File: src/rtl/comp_mult_pkg.sv
// Shared state encoding and width helpers for the complex-multiplier arbiter.
package comp_mult_pkg;
  localparam int DWIDTH_DEF = 8;
  localparam int OP_W       = 4*DWIDTH_DEF;
  localparam int RES_W      = 4*(DWIDTH_DEF+1);

  typedef enum logic [1:0] {
    ST_IDLE  = 2'd0,
    ST_ISSUE = 2'd1,
    ST_WAIT  = 2'd2,
    ST_RESP  = 2'd3
  } state_e;

  function automatic int op_w(input int dw);
    return 4*dw;
  endfunction

  function automatic int res_w(input int dw);
    return 4*(dw+1);
  endfunction
endpackage

File: src/rtl/comp_mult_arb_if.sv
// Requester, response and multiplier handshakes of comp_mult_arb; slave is the arbiter side.
interface comp_mult_arb_if #(
  parameter int NREQ   = 4,
  parameter int DWIDTH = comp_mult_pkg::DWIDTH_DEF
);
  import comp_mult_pkg::*;
  localparam int OPW  = op_w(DWIDTH);
  localparam int RESW = res_w(DWIDTH);

  logic [NREQ-1:0]      req_val;
  logic [NREQ-1:0]      req_rdy;
  logic [NREQ*OPW-1:0]  req_data;
  logic [NREQ-1:0]      rsp_val;
  logic [NREQ-1:0]      rsp_rdy;
  logic [RESW-1:0]      rsp_data;
  logic                 rsp_err;
  logic                 mop_val;
  logic                 mop_rdy;
  logic [OPW-1:0]       mop_data;
  logic                 mres_val;
  logic                 mres_rdy;
  logic [RESW-1:0]      mres_data;

  modport master (
    output req_val, req_data, rsp_rdy, mop_rdy, mres_val, mres_data,
    input  req_rdy, rsp_val, rsp_data, rsp_err, mop_val, mop_data, mres_rdy
  );

  modport slave (
    input  req_val, req_data, rsp_rdy, mop_rdy, mres_val, mres_data,
    output req_rdy, rsp_val, rsp_data, rsp_err, mop_val, mop_data, mres_rdy
  );
endinterface

File: src/rtl/comp_mult_rr_pick.sv
// Combinational round-robin pick: first requester after 'last', wrapping.
module comp_mult_rr_pick #(
  parameter int NREQ = 4
) (
  input  logic [NREQ-1:0]         req,
  input  logic [$clog2(NREQ)-1:0] last,
  output logic [NREQ-1:0]         gnt_oh,
  output logic [$clog2(NREQ)-1:0] gnt_idx,
  output logic                    any
);
  localparam int IW = $clog2(NREQ);

  always_comb begin
    int idx;
    logic [IW-1:0] ix;
    idx     = 0;
    ix      = '0;
    gnt_oh  = '0;
    gnt_idx = '0;
    any     = 1'b0;
    for (int k = 1; k <= NREQ; k++) begin
      idx = int'(last) + k;
      if (idx >= NREQ) idx = idx - NREQ;
      ix = IW'(idx);
      if (!any && req[ix]) begin
        any         = 1'b1;
        gnt_oh[ix]  = 1'b1;
        gnt_idx     = ix;
      end
    end
  end
endmodule

File: src/rtl/comp_mult_arb.sv
// Round-robin arbiter sharing one complex multiplier among NREQ requesters.
// Define COMP_MULT_ARB_TIMEOUT_EN to build in the ISSUE/WAIT watchdog (TMO_CYCLES).
module comp_mult_arb
  import comp_mult_pkg::*;
#(
  parameter int DWIDTH     = 8,
  parameter int NREQ       = 4,
  parameter int TMO_CYCLES = 64
) (
  input  logic            clk,
  input  logic            sw_rst,
  comp_mult_arb_if.slave  bus
);
  localparam int OPW  = op_w(DWIDTH);
  localparam int RESW = res_w(DWIDTH);
  localparam int IW   = $clog2(NREQ);

  state_e          state_q, state_d;
  logic [IW-1:0]   last_q, last_d;
  logic [IW-1:0]   gnt_q, gnt_d;
  logic [OPW-1:0]  op_q, op_d;
  logic [RESW-1:0] res_q, res_d;
  logic            err_q, err_d;

  logic [NREQ-1:0] pick_oh;
  logic [IW-1:0]   pick_idx;
  logic            pick_any;
  logic            tmo_hit;

  comp_mult_rr_pick #(.NREQ(NREQ)) u_pick (
    .req     (bus.req_val),
    .last    (last_q),
    .gnt_oh  (pick_oh),
    .gnt_idx (pick_idx),
    .any     (pick_any)
  );

`ifdef COMP_MULT_ARB_TIMEOUT_EN
  localparam int TW = $clog2(TMO_CYCLES+1);
  logic [TW-1:0] tmr_q, tmr_d;

  // Loaded on the grant so the budget covers ISSUE and WAIT together.
  always_comb begin
    tmr_d = tmr_q;
    if (state_q == ST_IDLE && pick_any)
      tmr_d = TW'(TMO_CYCLES-1);
    else if ((state_q == ST_ISSUE || state_q == ST_WAIT) && tmr_q != '0)
      tmr_d = tmr_q - TW'(1);
  end

  always_ff @(posedge clk) begin
    if (sw_rst) tmr_q <= '0;
    else        tmr_q <= tmr_d;
  end

  assign tmo_hit = (tmr_q == '0);
`else
  // TMO_CYCLES only matters when the watchdog is built in.
  logic unused_tmo;
  assign unused_tmo = ^TMO_CYCLES;
  assign tmo_hit    = 1'b0;
`endif

  always_comb begin
    state_d      = state_q;
    last_d       = last_q;
    gnt_d        = gnt_q;
    op_d         = op_q;
    res_d        = res_q;
    err_d        = err_q;
    bus.req_rdy  = '0;
    bus.rsp_val  = '0;
    bus.mop_val  = 1'b0;
    bus.mres_rdy = 1'b0;
    case (state_q)
      ST_IDLE: begin
        bus.req_rdy  = pick_oh;
        bus.mres_rdy = 1'b1;
        if (pick_any) begin
          gnt_d   = pick_idx;
          state_d = ST_ISSUE;
          for (int i = 0; i < NREQ; i++)
            if (pick_oh[i]) op_d = bus.req_data[i*OPW +: OPW];
        end
      end
      ST_ISSUE: begin
        bus.mop_val = 1'b1;
        if (bus.mop_rdy) begin
          state_d = ST_WAIT;
        end else if (tmo_hit) begin
          state_d = ST_RESP;
          res_d   = '0;
          err_d   = 1'b1;
        end
      end
      ST_WAIT: begin
        bus.mres_rdy = 1'b1;
        if (bus.mres_val) begin
          state_d = ST_RESP;
          res_d   = bus.mres_data;
          err_d   = 1'b0;
        end else if (tmo_hit) begin
          state_d = ST_RESP;
          res_d   = '0;
          err_d   = 1'b1;
        end
      end
      ST_RESP: begin
        bus.rsp_val[gnt_q] = 1'b1;
        if (bus.rsp_rdy[gnt_q]) begin
          last_d  = gnt_q;
          state_d = ST_IDLE;
        end
      end
      default: state_d = ST_IDLE;
    endcase
  end

  always_ff @(posedge clk) begin
    if (sw_rst) begin
      state_q <= ST_IDLE;
      last_q  <= IW'(NREQ-1);
      gnt_q   <= '0;
      op_q    <= '0;
      res_q   <= '0;
      err_q   <= 1'b0;
    end else begin
      state_q <= state_d;
      last_q  <= last_d;
      gnt_q   <= gnt_d;
      op_q    <= op_d;
      res_q   <= res_d;
      err_q   <= err_d;
    end
  end

  assign bus.mop_data = op_q;
  assign bus.rsp_data = res_q;
  assign bus.rsp_err  = err_q;
endmodule

File: src/flat_wrapper.sv
// flat-port wrapper written by rule: the top's interface ports become plain ports
module comp_mult_arb_flat import comp_mult_pkg::*;
#(
  parameter int DWIDTH     = 8,
  parameter int NREQ       = 4,
  parameter int TMO_CYCLES = 64
)
  (clk, sw_rst, bus_req_val, bus_req_data, bus_rsp_rdy, bus_mop_rdy, bus_mres_val, bus_mres_data, bus_req_rdy, bus_rsp_val, bus_rsp_data, bus_rsp_err, bus_mop_val, bus_mop_data, bus_mres_rdy);
  comp_mult_arb_if #(.NREQ(NREQ), .DWIDTH(DWIDTH)) bus_i ();
  input  logic clk;
  input  logic sw_rst;
  input wire logic [$bits(bus_i.req_val)-1:0] bus_req_val;
  input wire logic [$bits(bus_i.req_data)-1:0] bus_req_data;
  input wire logic [$bits(bus_i.rsp_rdy)-1:0] bus_rsp_rdy;
  input wire logic [$bits(bus_i.mop_rdy)-1:0] bus_mop_rdy;
  input wire logic [$bits(bus_i.mres_val)-1:0] bus_mres_val;
  input wire logic [$bits(bus_i.mres_data)-1:0] bus_mres_data;
  output wire logic [$bits(bus_i.req_rdy)-1:0] bus_req_rdy;
  output wire logic [$bits(bus_i.rsp_val)-1:0] bus_rsp_val;
  output wire logic [$bits(bus_i.rsp_data)-1:0] bus_rsp_data;
  output wire logic [$bits(bus_i.rsp_err)-1:0] bus_rsp_err;
  output wire logic [$bits(bus_i.mop_val)-1:0] bus_mop_val;
  output wire logic [$bits(bus_i.mop_data)-1:0] bus_mop_data;
  output wire logic [$bits(bus_i.mres_rdy)-1:0] bus_mres_rdy;
  assign bus_i.req_val = bus_req_val;
  assign bus_i.req_data = bus_req_data;
  assign bus_i.rsp_rdy = bus_rsp_rdy;
  assign bus_i.mop_rdy = bus_mop_rdy;
  assign bus_i.mres_val = bus_mres_val;
  assign bus_i.mres_data = bus_mres_data;
  assign bus_req_rdy = bus_i.req_rdy;
  assign bus_rsp_val = bus_i.rsp_val;
  assign bus_rsp_data = bus_i.rsp_data;
  assign bus_rsp_err = bus_i.rsp_err;
  assign bus_mop_val = bus_i.mop_val;
  assign bus_mop_data = bus_i.mop_data;
  assign bus_mres_rdy = bus_i.mres_rdy;
  comp_mult_arb #(.DWIDTH(DWIDTH), .NREQ(NREQ), .TMO_CYCLES(TMO_CYCLES)) u_core (.clk(clk), .sw_rst(sw_rst), .bus(bus_i));
endmodule
File: config.mk
export PLATFORM = sky130hd
export DESIGN_NAME = comp_mult_arb_flat
export DESIGN_NICKNAME = d
export VERILOG_FILES = /design/src/rtl/comp_mult_pkg.sv /design/src/rtl/comp_mult_arb_if.sv /design/src/rtl/comp_mult_rr_pick.sv /design/src/rtl/comp_mult_arb.sv /design/src/flat_wrapper.sv
export SDC_FILE = /design/constraint.sdc
export NUM_CORES = 1
export LEC_CHECK = 0
export CAP_MARGIN = 10
export CORE_UTILIZATION = 38
export CTS_CLUSTER_SIZE = 8
export DETAILED_ROUTE_END_ITERATION = 8
export GPL_TIMING_DRIVEN = 0
export PLACE_DENSITY = 0.88
export SLEW_MARGIN = 20
export SYNTH_ARGS = -nofsm -noshare
export SYNTH_HDL_FRONTEND = slang
export SYNTH_SLANG_ARGS = --single-unit
File: constraint.sdc
create_clock -name clk -period 4.71 [get_ports clk]
set_clock_uncertainty 0.05 [all_clocks]
set_input_delay 0.471 -clock clk [delete_from_list [all_inputs] [get_ports clk]]
set_output_delay 0.471 -clock clk [all_outputs]
set_load 0.03 [all_outputs]
# ---- After elaboration in Yosys (flattened, before gate mapping)
# Index checks and enable logic that the tools add are counted.
# Widths: inputs -> output; s select.
dict set report op_classes {
  order_cmp 14
  mux 49
  n_addsub 8
  bitwise_logic 3
  eq_ne 7
  n_reduce_logical 19
}
# operator count
set op_table {}
lappend op_table {{$mux 32} 4}
lappend op_table {{$mux 2} 12}
lappend op_table {{$mux 4} 6}
lappend op_table {{$mux 1} 16}
lappend op_table {{$lt 2x3->1 const B} 5}
lappend op_table {{$or 4x4->4} 3}
lappend op_table {{$bmux 1 s2} 5}
lappend op_table {{$demux 1 s2} 5}
lappend op_table {{$ge 2x1->1 const B} 5}
lappend op_table {{$ge 3x3->1 const B} 3}
lappend op_table {{$logic_and 1x1->1} 8}
lappend op_table {{$pmux 2 s4} 1}
lappend op_table {{$sub 2x1->2 const B} 4}
lappend op_table {{$add 2x2->3 const B} 2}
lappend op_table {{$reduce_and 2->1} 3}
lappend op_table {{$add 2x3->4 const B} 1}
lappend op_table {{$eq 2x2->1 const B} 2}
lappend op_table {{$ge 4x3->1 const B} 1}
lappend op_table {{$ne 2x1->1 const B} 2}
lappend op_table {{$ne 2x2->1 const B} 2}
lappend op_table {{$reduce_and 4->1} 1}
lappend op_table {{$reduce_bool 4->1} 1}
lappend op_table {{$add 2x1->3 const B} 1}
lappend op_table {{$logic_not 1->1} 3}
lappend op_table {{other kinds (4)} 4}
dict set report word_totals {
  elab_cells 105
  regBits 74
  output_inout_bits 79
  input_bits 176
}

# ---- Logic depth before layout (Yosys ltp)
dict set report depth {
  depth_word 19
  mapped_depth 13
  depth_no_buf 9
}

# ---- Cells and area by module
# Synthesis repeated with hierarchy kept, for this count alone.
dict set report hier_totals {
  hier_cells 473
  area_unflattened_um2 4192.8
}
# mod instances cells_each seq_area_each_um2 area_per_inst_um2
set by_module_without_submodules {}
lappend by_module_without_submodules {comp_mult_arb 1 405 1481.4 3667.3}
lappend by_module_without_submodules {comp_mult_rr_pick 1 68 0.0 525.5}

# ---- Least setup slack after synthesis
# Ideal clock, no wire load.
dict set report synth_path {
  path_type {register to output}
  start {reg u_core.last_q[0]}
  end {out bus_req_rdy[3]}
  slack_ns 1.104
  stages_incl_launch_ff 11
  arrival_ns 3.085
  cell_sequence {dfxtp_1 > buf_6 > inv_1 > ha_1 > clkbuf_1 > or3b_2 > a311oi_4 > a221o_1 > buf_2 > clkbuf_1 > and2_1}
}
dict set report synth_between {
  elab_chain_len 16
  elab_cells_between_ends 61
}
# item line_no
set synth_lines {}
lappend synth_lines {{start: declaration} comp_mult_arb.sv:19} ;# logic [IW-1:0] last_q, last_d;
lappend synth_lines {{start signal: assignment} comp_mult_arb.sv:122} ;# last_q <= IW'(NREQ-1);
lappend synth_lines {{start signal: assignment} comp_mult_arb.sv:129} ;# last_q <= last_d;
lappend synth_lines {{parallel branches: the longest is 14 deep, another holds $add 2x1->3} --}
lappend synth_lines {{$mux 4 (*)} comp_mult_rr_pick.sv:25} ;# if (!any && req[ix]) begin
lappend synth_lines {{$mux 4 (*)} comp_mult_arb.sv:75} ;# case (state_q)
lappend synth_lines {{end: declaration} flat_wrapper.sv:18} ;# output wire logic [$bits(bus_i.req_rdy)-1:0] bus_req_rdy;
# Every way passes the cells marked *. The select of a mux whose other input is x is not followed.

# ---- Final worst setup path
dict set report layout_path {
  start {reg u_core.last_q[0]}
  end {out bus_req_rdy[1]}
}
# Same word-level chain as after synthesis.

==> results_dict.tcl <==
set metrics [dict create \
    max_freq_mhz 225.5 \
    ctsRootBufferMaster "clkbuf_8" \
    post-route-period-util 0.9415 \
    vdd_drop_max_uv 325.8 \
    synth.most_common_cell "nand2_1" \
    cts_buffers 9 \
    path_common_cell "buf_6" \
    synth_edf_count 0 \
    drt_iter0_drc 251 \
    grt_pass1_wl_mm 23.63 \
    critPathBufInv 6 \
    status "finished, final reports clean" \
    grt_max_degree 20 \
    max_slew.worst_pin.slew_ns 0.6135 \
    rrSetupSlack_ns 0.95 \
    cts_tree "done" \
    power.internal_mw 1.910 \
    hold_violations 0 \
    die_x_um 107.5 \
    dp_cells 905 \
    crit_fanout 10 \
    htreeDepth 3 \
    postSynthCellCount 515 \
    layout-drive-gt1-share 0.06402 \
    grt.total_usage 0.2613 \
    yosysWarningCount 0 \
    instances_no_fill 921 \
    nets 964 \
    post_drt_wl_per_cell_um 16.84 \
    power_frac_seq 0.278 \
    hold_class "reg -> reg" \
    yosys-top-cells-count "nand2_1 (112), nor2_1 (77), dfxtp_1 (74)" \
    rows 38 \
    clkPwrFrac 0.139 \
    max_cap_viol_count 0 \
    drc_errors 0 \
    cp_slowest_stage_delay_ns 0.67 \
    end_kind "primary output" \
    synthTopCellsByArea "dfxtp_1 (35%), nand2_1 (9.9%), mux2i_1 (8.3%)" \
    die_y_um 107.5 \
    io_buffer_count 250 \
    required_ns 4.19 \
    initial_core_util 0.3900 \
    syn_to_final_growth_pct 68.01 \
    coreArea_um2 10840 \
    slew-limit-headroom 0.5910 \
    dpl.hpwl_mm 12.12 \
    sw_frac_of_total 0.4370 \
    fp.dieArea_um2 11550 \
    cp.arrival_ns 3.91 \
    setup_viol 0 \
    yosysUniqueCellTypes 43 \
    ant_nets 0 \
    worstSetupPathType "reg -> out" \
    synthesis.area_um2 4228 \
    synth_largest_area_cell "dfxtp_1" \
    grt_antenna_before_repair 0 \
    grt-ovfl-total 0 \
    gp_congestion 0.9236 \
    rsz0062_at_grt "no" \
    clk_pin_slew_ns 0.08 \
    synth_flop_cell "dfxtp_1" \
    period_needed_ns 4.434 \
    diodes 0 \
    cts_num_sinks 74 \
    switchingPower_mw 1.482 \
    synth.avg_cell_area_um2 8.209 \
    fin_tns_setup_ns 0 \
    power_per_cell_area_nw_per_um2 477.5 \
    routed_via_density 5.264 \
    drt_wl_total_mm 15.51 \
    slew_viol_final 0 \
    cts_hold_buf 0 \
    ios 255 \
    cp-start-kind "register" \
    ys_async_sr_fraction 0 \
    drt_pass1_iterations 5 \
    synth_nets 703 \
    slowest_stage "clkdlybuf4s50_1" \
    combPwrFrac 0.584 \
    cp_cell_sequence "buf_6, inv_1, ha_1, clkbuf_1, or3b_2, a311oi_4, a221oi_1, buf_4, buf_6, nor2b_1, clkdlybuf4s50_1" \
    ys_seq_elements 74 \
    clk_latency_ns 0.34 \
    num_vias 4848 \
    ys_seq_area_frac 0.3504 \
    clock_path_buffers 2 \
    grt_pass1_vias 4854 \
    cp_top_family "buffers and inverters" \
    fillers 888 \
    netlist.area_leader.share 0.3504 \
    power.leakage_nw 2.851 \
]
==> path summary, 6_finish.rpt <==
| check | startpoint | endpoint | cells after the start |
|---|---|---|---|
| max | u_core.last_q[0] | bus_req_rdy[1] | 11 |
| min | u_core.bus.rsp_data[2] | u_core.bus.rsp_data[2] | 2 |
| max reg2reg | u_core.last_q[0] | u_core.bus.mop_data[12] | 12 |
| min reg2reg | u_core.bus.rsp_data[2] | u_core.bus.rsp_data[2] | 2 |
==> power groups by stage <==
stage | Clock [mW] | Combinational (mW) | Sequential (mW)
2_1_floorplan | 0 | 0.865 | 1.28
3_3_place_gp | 0 | 1.93 | 0.942
3_5_place_dp | 0 | 1.97 | 0.953
4_1_cts | 0.481 | 1.98 | 0.939
5_1_grt | 0.510 | 2.11 | 0.962
6_report | 0.470 | 1.98 | 0.942
==> worst reg2reg max path: cells and delay by family, from the launching register on <==
kind            cells  cell delay (ns)
compound gates      4             1.06
fa+ha+maj           1             0.33
buf+inv             6             1.24
flops               1             0.44
simple gates        1             0.54
==> per-stage QoR <==
| step | power (mW) | worst slack (ns) | hold WS, ns | instance area, um^2 | util |
|---|---|---|---|---|---|
| floorplan | 2.148 | 1.104 | 0.4542 | 4228 | - |
| global placement | 2.874 | 0.1960 | 0.3908 | 6905 | 0.6370 |
| detailed placement | 2.927 | 0.1353 | 0.3985 | 6905 | 0.6370 |
| CTS | 3.399 | 0.008576 | 0.4077 | 7087 | 0.6537 |
| global route | 3.584 | 0.05152 | 0.4293 | 7103 | 0.6552 |
| finish | 3.391 | 0.2757 | 0.4074 | 7103 | 0.6552 |
==> layout make-up <==
cell class              instances  area, um^2  share of cell area
plain buffers                  44       260.3             0.03664
well taps                     140       175.2             0.02466
repair buffers                252        2520              0.3548
flip-flops and latches         74        1481              0.2086
multi-input cells             388        2455              0.3456
clock inverters                 6       47.55            0.006694
inverters                       7       26.28            0.003699
clock buffers                  10       137.6             0.01938
==> what timing repair did <==
| item | in CTS | in global routing |
|---|---|---|
| endpoints found under the setup margin | 1 | 3 |
| resized for setup | 0 | 2 |
| pin swaps | 0 | 1 |
| buffers inserted | 0 | 2 |
==> cells by family after synthesis <==
logic type      synth area share
buf+inv                  0.06896
mux                      0.09885
other cells            0.0008870
simple gates              0.2033
fa+ha+maj                0.03551
flops                     0.3504
compound gates            0.2421
==> layout by cell type, fill, tap and decap left out, types with 12 or more instances in the layout <==
cell	synthesis	layout
clkdlybuf4s50_1	0	249
a211o_1	32	32
nand2_1	112	112
ha_1	12	12
mux2i_1	35	35
clkbuf_1	25	23
a311oi_1	29	29
a21oi_1	39	39
nor2_1	77	77
dfxtp_1	74	74
==> flip-flops by register name, summed over array words and instances (netlist names) <==
| name | count |
|---|---|
| u_core.bus.mop_data | 32 |
| u_core.bus.rsp_data | 36 |
| u_core.last_q | 2 |
| u_core.gnt_q | 2 |
| u_core.state_q | 2 |
==> layer usage <==
layer / GRT usage / routed length, um / up-vias
met4: 0.09883 / 423 / 0
met5: 0 / 0 / -
li1: - / - / 2344
met1: 0.2726 / 5801 / 2234
met3: 0.1102 / 1742 / 29
met2: 0.4629 / 7543 / 241
(Power assumes the default switching activity.)
